**config.mk**
```make
export PLATFORM = sky130hd
export DESIGN_NAME = mem_bus_arbiter
export DESIGN_NICKNAME = d
export VERILOG_FILES = /design/src/rtl/mem_bus_arbiter.sv
export SDC_FILE = /design/constraint.sdc
export NUM_CORES = 1
export LEC_CHECK = 0
export CAP_MARGIN = 25
export CELL_PAD_IN_SITES_DETAIL_PLACEMENT = 0
export CELL_PAD_IN_SITES_GLOBAL_PLACEMENT = 1
export CORE_MARGIN = 5
export CORE_UTILIZATION = 26
export CTS_BUF_LIST = sky130_fd_sc_hd__clkbuf_8
export DETAILED_ROUTE_END_ITERATION = 8
export PLACE_DENSITY_LB_ADDON = 0.08
export SYNTH_ARGS = -nofsm -noshare
export SYNTH_HDL_FRONTEND = slang
export SYNTH_SLANG_ARGS = --single-unit
```
**constraint.sdc**
```tcl
create_clock -name clock -period 1.9 [get_ports clock]
set_input_delay 0.38 -clock clock [delete_from_list [all_inputs] [get_ports clock]]
set_output_delay 0.38 -clock clock [all_outputs]
set_load 0.01 [all_outputs]
```
**src/rtl/mem_bus_arbiter.sv**
```systemverilog
// rtl/mem_bus_arbiter.sv - two-master memory/peripheral bus arbiter with address decode and wait states (option: ARB_FIXED_PRIO_EN)
module mem_bus_arbiter #(
    parameter int ADDR_W        = 32,
    parameter int DATA_W        = 64,
    parameter int GPIO_DIR_ADDR = 254,
    parameter int GPIO_RW_ADDR  = 255,
    parameter int WAIT_STATES   = 0
) (
    input  logic              clock,
    input  logic              reset,
    // master 0 (CPU datapath)
    input  logic              m0_req,
    input  logic              m0_we,
    input  logic              m0_ram,
    input  logic [1:0]        m0_size,
    input  logic [ADDR_W-1:0] m0_addr,
    input  logic [DATA_W-1:0] m0_wdata,
    output logic              m0_gnt,
    output logic              m0_done,
    output logic [DATA_W-1:0] m0_rdata,
    // master 1 (DMA / debug loader)
    input  logic              m1_req,
    input  logic              m1_we,
    input  logic              m1_ram,
    input  logic [1:0]        m1_size,
    input  logic [ADDR_W-1:0] m1_addr,
    input  logic [DATA_W-1:0] m1_wdata,
    output logic              m1_gnt,
    output logic              m1_done,
    output logic [DATA_W-1:0] m1_rdata,
    // shared downstream bus
    output logic              bus_err,
    output logic [ADDR_W-1:0] bus_addr,
    output logic [DATA_W-1:0] bus_wdata,
    output logic [1:0]        bus_size,
    output logic              bus_we,
    output logic              bus_re,
    input  logic [DATA_W-1:0] bus_rdata,
    output logic              ram_cs,
    output logic              rom_cs,
    output logic              gpio_dir_ld,
    output logic              gpio_rw_sel
);

    localparam logic [ADDR_W-1:0] DIR_ADDR  = ADDR_W'(GPIO_DIR_ADDR);
    localparam logic [ADDR_W-1:0] RW_ADDR   = ADDR_W'(GPIO_RW_ADDR);
    localparam logic [3:0]        WAIT_INIT = 4'(WAIT_STATES);

    typedef enum logic [1:0] {
        ST_IDLE   = 2'd0,
        ST_ACCESS = 2'd1,
        ST_DONE   = 2'd2
    } state_t;

    state_t state;
    state_t state_next;

    // Transaction registers, loaded once per grant and held until the next grant
    logic              owner;
    logic [ADDR_W-1:0] addr_q;
    logic [DATA_W-1:0] wdata_q;
    logic [1:0]        size_q;
    logic              we_q;
    logic [3:0]        wait_cnt;
    logic [DATA_W-1:0] rdata0_q;
    logic [DATA_W-1:0] rdata1_q;

    // Select decode is resolved at grant time so ACCESS cycles only replay flops
    logic              sel_dir_q;
    logic              sel_rw_q;
    logic              sel_ram_q;
    logic              sel_rom_q;
    logic              rom_wr_q;

    // Winner selection and its request fields
    logic              any_req;
    logic              winner;
    logic [ADDR_W-1:0] win_addr;
    logic [DATA_W-1:0] win_wdata;
    logic [1:0]        win_size;
    logic              win_we;
    logic              win_ram;
    logic              win_dir;
    logic              win_rw;
    logic              win_mem;

    assign any_req = m0_req | m1_req;

`ifdef ARB_FIXED_PRIO_EN
    // m0 always takes a tie; m1 only wins when m0 is silent
    assign winner = ~m0_req;
`else
    // 1 = m1 had the most recent grant, so m0 wins the next tie
    logic rr_ptr;

    assign winner = (m0_req & m1_req) ? ~rr_ptr : ~m0_req;

    // Round-robin pointer remembers the last master granted
    always_ff @(posedge clock) begin
        if (reset) begin
            rr_ptr <= 1'b1;
        end else if (state == ST_IDLE && any_req) begin
            rr_ptr <= winner;
        end
    end
`endif

    assign win_addr  = winner ? m1_addr  : m0_addr;
    assign win_wdata = winner ? m1_wdata : m0_wdata;
    assign win_size  = winner ? m1_size  : m0_size;
    assign win_we    = winner ? m1_we    : m0_we;
    assign win_ram   = winner ? m1_ram   : m0_ram;

    // GPIO addresses take priority over the RAM/ROM space bit
    assign win_dir = (win_addr == DIR_ADDR);
    assign win_rw  = !win_dir && (win_addr == RW_ADDR);
    assign win_mem = !win_dir && !win_rw;

    // State register
    always_ff @(posedge clock) begin
        if (reset) begin
            state <= ST_IDLE;
        end else begin
            state <= state_next;
        end
    end

    // Latch winner fields on grant, count wait states, capture read data on the last ACCESS cycle
    always_ff @(posedge clock) begin
        if (reset) begin
            owner     <= 1'b0;
            addr_q    <= '0;
            wdata_q   <= '0;
            size_q    <= '0;
            we_q      <= 1'b0;
            wait_cnt  <= '0;
            rdata0_q  <= '0;
            rdata1_q  <= '0;
            sel_dir_q <= 1'b0;
            sel_rw_q  <= 1'b0;
            sel_ram_q <= 1'b0;
            sel_rom_q <= 1'b0;
            rom_wr_q  <= 1'b0;
        end else begin
            case (state)
                ST_IDLE: begin
                    if (any_req) begin
                        owner     <= winner;
                        addr_q    <= win_addr;
                        wdata_q   <= win_wdata;
                        size_q    <= win_size;
                        we_q      <= win_we;
                        wait_cnt  <= WAIT_INIT;
                        sel_dir_q <= win_dir;
                        sel_rw_q  <= win_rw;
                        sel_ram_q <= win_mem && win_ram;
                        // a write into ROM space selects nothing and is flagged instead
                        sel_rom_q <= win_mem && !win_ram && !win_we;
                        rom_wr_q  <= win_mem && !win_ram && win_we;
                    end
                end
                ST_ACCESS: begin
                    if (wait_cnt != 4'd0) begin
                        wait_cnt <= wait_cnt - 4'd1;
                    end else if (!we_q) begin
                        if (owner) begin
                            rdata1_q <= bus_rdata;
                        end else begin
                            rdata0_q <= bus_rdata;
                        end
                    end
                end
                default: begin
                end
            endcase
        end
    end

    // Next state and bus strobes; selects only ever assert during ACCESS
    always_comb begin
        state_next  = state;
        m0_gnt      = 1'b0;
        m1_gnt      = 1'b0;
        m0_done     = 1'b0;
        m1_done     = 1'b0;
        bus_err     = 1'b0;
        bus_we      = 1'b0;
        bus_re      = 1'b0;
        ram_cs      = 1'b0;
        rom_cs      = 1'b0;
        gpio_dir_ld = 1'b0;
        gpio_rw_sel = 1'b0;
        case (state)
            ST_IDLE: begin
                if (any_req) begin
                    state_next = ST_ACCESS;
                end
            end
            ST_ACCESS: begin
                m0_gnt      = !owner;
                m1_gnt      = owner;
                ram_cs      = sel_ram_q;
                rom_cs      = sel_rom_q;
                gpio_dir_ld = sel_dir_q;
                gpio_rw_sel = sel_rw_q;
                bus_we      = we_q && !rom_wr_q;
                bus_re      = !we_q;
                if (wait_cnt == 4'd0) begin
                    state_next = ST_DONE;
                end
            end
            ST_DONE: begin
                m0_gnt     = !owner;
                m1_gnt     = owner;
                m0_done    = !owner;
                m1_done    = owner;
                bus_err    = rom_wr_q;
                state_next = ST_IDLE;
            end
            default: begin
                state_next = ST_IDLE;
            end
        endcase
    end

    assign bus_addr  = addr_q;
    assign bus_wdata = wdata_q;
    assign bus_size  = size_q;
    assign m0_rdata  = rdata0_q;
    assign m1_rdata  = rdata1_q;

endmodule
```
==> results.md <==
* Tcrit/Tclk final at 104%
* CP max stage cell: or4_4
* Vias in the first global route at 10,032
* Cell count of the worst reg-to-reg path at 8
* Area growth from synthesis to layout at 79.4%
* Minimum clock period at between 1500 and 2000 ps
* Launch point of the worst reg-to-reg path: wait_cnt[0]$_SDFFE_PP0P_
* Post-synth ARST share at 0%
* Post-synthesis sequential area ratio at 49.6%
* CP peak stage delay at 480 ps
* Pleak at between 7 and 8 nW
* Clock Sinks at 240
* Synth area leaders: dfxtp_1, mux2i_1, nand2_1, a211oi_1, a21oi_1
* Status: complete, but fails checks
* DRT antenna net count at 0
* Clk pwr share at 34.5%
* Critical path, cell by cell: inv_2 > ha_4 > or3b_4 > or4_4 > buf_12 > buf_16 > nand2_2 > a21oi_2
* Switching power total at 4.22 mW
* Critical Setup Path Class: reg -> reg
* Final Worst Setup Slack at -74.4 ps
* GRT Total Usage at 18.9%
* Maximum clock path buffer count at 3
* Max_cap viols at 0
* Ys Warns at 0
* Total gr overflow at 0
* Relative slew slack at 55.1%
* I/O Buffers at 504
* Comb power frac at 25.3%
* Clk slew on worst S/H paths at 60 ps
* Design Area, Final at 0.0174 mm²
* Placed Cells at between 2,000 and 2,500
* Die width at just over 200 µm
* Least-Margin Pin Slew at 666 ps
* # IOs at 505
* Cell taking the most area after synthesis: dfxtp_1
* Final GP Congestion at 0.817
* Floorplan row count at 70
* Initial core utilization at between 20% and 30%
* Syn nets at 1,391
* Max frequency at 0.506 GHz
* Commonest non-fill, non-tap cells in the layout: clkdlybuf4s50_1, dfxtp_1, nand2_1
* Drc violations at 0
* Top cell type's share of synthesized area at about half
* Drt wl/cell at slightly below 20 µm
* Initial antenna violation count at 4
* Cells after synthesis at 1,118
* Clk_lat worst skew at between 500 and 600 ps
* Placement Cell Area at approximately 0.016 mm²
* Iter 0 DRT Violations at between 300 and 400
* Syn avg cell area at 8.67 µm²
* HPWL after detailed placement at 30,200 µm
* Reg2reg setup slack at -70 ps
* Internal power at 10.1 mW
* Pins Over Slew Limit at 0
* # fillers at 3,676
* Hold Crit Start: reset
* Violated checks: negative setup slack
* Final Power at 14.3 mW
* Hold path cells at 2
* CP Max Fanout at 8
* CTS tree: done
* Die Area at approximately 0.041 mm²
* Most common cell after layout, fill and taps aside: clkdlybuf4s50_1
* Non-filler instance count after layout at 2,165
* Worst path top cell family by delay: simple AND/OR/NAND/NOR gates
* Endpoint, Worst Hold: wait_cnt[0]$_SDFFE_PP0P_
* Critical path launch point type: register
* Ys flop type: dfxtp_1
* Routed via count at roughly 9,900
* Endpoints failing setup at 67
* RSZ-0062 raised after global routing: true
* Core region area at 0.0367 mm²
* #FFs+latches synth at 240
* TritonRoute pass-1 iters at 6
* Final hold viol count at 0
* CTS buffer count at 46
* H-tree levels at 2
* # hold bufs at CTS at 0
* Final #Nets at about 1,900
* Post-synth EDFFs at 0
* Clk root buf: clkbuf_8
* Share of layout cells above drive strength 1 at ~17%
* Arr. time, crit path at 2410 ps
* Avg Vias per Cell at 4.56
* PD cells at 821 mW/mm²
* Final clock skew at about 24 ps
* Sequential group share of total power at 40.3%
* Hold Crit Class: in -> reg
* Die extent in y at 203 µm
* R2R Path End: m0_rdata[38]$_SDFFE_PP0P_
* Setup crit end kind: register
* Crit path required time at 2340 ps
* Netlist cell types at 45
* Cell area after synthesis at between 0.009 and 0.01 mm²
* Pin count of the biggest net entering global routing at 61
* VDD IR max at 0.382 mV
* Post-Route WL at roughly 42,000 µm
* Wire length of the first global-routing pass at about 61,000 µm
* Switching power share of the total at 29.6%
* WP buf/inv at 3
-- cells in the mapped netlist, types with 2 or more instances --
master and n:
dfxtp_1 240, buf_6 12, a21oi_1 121, clkbuf_1 55, inv_1 9, nor4_1 5, a21oi_2 10, nand2_1 265
buf_4 7, and2_1 7, nand3_1 3, nor4bb_1 3, nor4b_1 3, o211ai_1 2, xnor2_1 2, nor2b_1 2
nor3_1 3, nand4_1 3, nor2_1 119, o21ai_0 6, mux2i_1 100, buf_2 14, ha_1 5, o21a_1 2
a211oi_1 99, nor3b_1 2
-- repair_timing --
item                       4_1_cts  5_1_grt
buffers inserted                 3        1
setup endpoints to repair      143      125
pin swaps                       61       32
gates cloned                     7        0
hold endpoints to repair         0        0
gates resized for setup        223      145
-- registers in the layout, indices dropped and copies added, names as in the netlist --
signal and cells:
bus_addr 32, bus_size 2, bus_wdata 64, m0_rdata 64, m1_rdata 64, owner 1, rom_wr_q 1, rr_ptr 1
sel_dir_q 1, sel_ram_q 1, sel_rom_q 1, sel_rw_q 1, state 2, wait_cnt 4, we_q 1
-- stage by stage --
| step | setup WS (ps) | setup TNS, ps | hold slack, ps | util [%] |
|---|---|---|---|---|
| 6_report | -74.4 | -2720 | 243 | 47.4 |
| 3_5_place_dp | -510 | -26220 | 440 | 42.6 |
| 2_1_floorplan | 8.20 | 0 | 417 | - |
| 5_1_grt | -121 | -6200 | 233 | 47.4 |
| 3_3_place_gp | -471 | -20780 | 437 | 42.6 |
| 4_1_cts | -88.5 | -3170 | 201 | 46.0 |
-- worst max-delay path by stage --
stage,start,depth (start not counted),slack [ps],to
final,wait_cnt[0]$_SDFFE_PP0P_,8,-70,m0_rdata[38]$_SDFFE_PP0P_
after global routing,wait_cnt[0]$_SDFFE_PP0P_,8,-120,m0_rdata[46]$_SDFFE_PP0P_
after CTS,state[1]$_SDFFE_PP0P_,6,-90,bus_we
after detailed placement,m0_addr[11],7,-510,rom_wr_q$_SDFFE_PP0P_
after global placement,m0_addr[11],7,-470,rom_wr_q$_SDFFE_PP0P_
after floorplan,wait_cnt[0]$_SDFFE_PP0P_,8,8,m0_rdata[56]$_SDFFE_PP0P_
-- area by class of cell --
| type | instances | area, µm² | area share (%) |
|---|---|---|---|
| antenna | 2 | 5.00 | 0.0288 |
| clock inverter | 24 | 104 | 0.597 |
| inverter | 9 | 36.3 | 0.209 |
| multi-input combinational | 780 | 4940 | 28.4 |
| timing repair buffer | 585 | 6110 | 35.2 |
| clock buffer | 57 | 785 | 4.51 |
| tap | 468 | 586 | 3.37 |
| sequential | 240 | 4810 | 27.7 |
-- cell families (layout without fill, tap and decap cells) --
family	Yosys count	in the layout	share of synthesized area [%]
simple gates	424	424	17.9
flops	240	240	49.6
mux	100	100	10.3
fa+ha+maj	5	5	0.646
xor+xnor	2	2	0.181
compound gates	249	249	16.2
other cells	0	2	0
buf+inv	98	675	5.19
-- layer usage --
layer	vias to the layer above	wire, µm	track usage, %
met2	335	20900	33.2
li1	4938	-	-
met4	4	1010	5.64
met3	66	3420	6.80
met1	4539	16400	21.6
met5	-	26	0
-- power by group through the flow --
stage | sequential, mW | clock, mW | combinational, mW
floorplan | 6.00 | 0 | 1.23
global placement | 5.81 | 0 | 3.47
detailed placement | 5.82 | 0 | 3.47
CTS | 5.73 | 5.14 | 3.60
global route | 5.81 | 5.37 | 3.89
finish | 5.75 | 4.92 | 3.61
(Power assumes the default switching activity.)
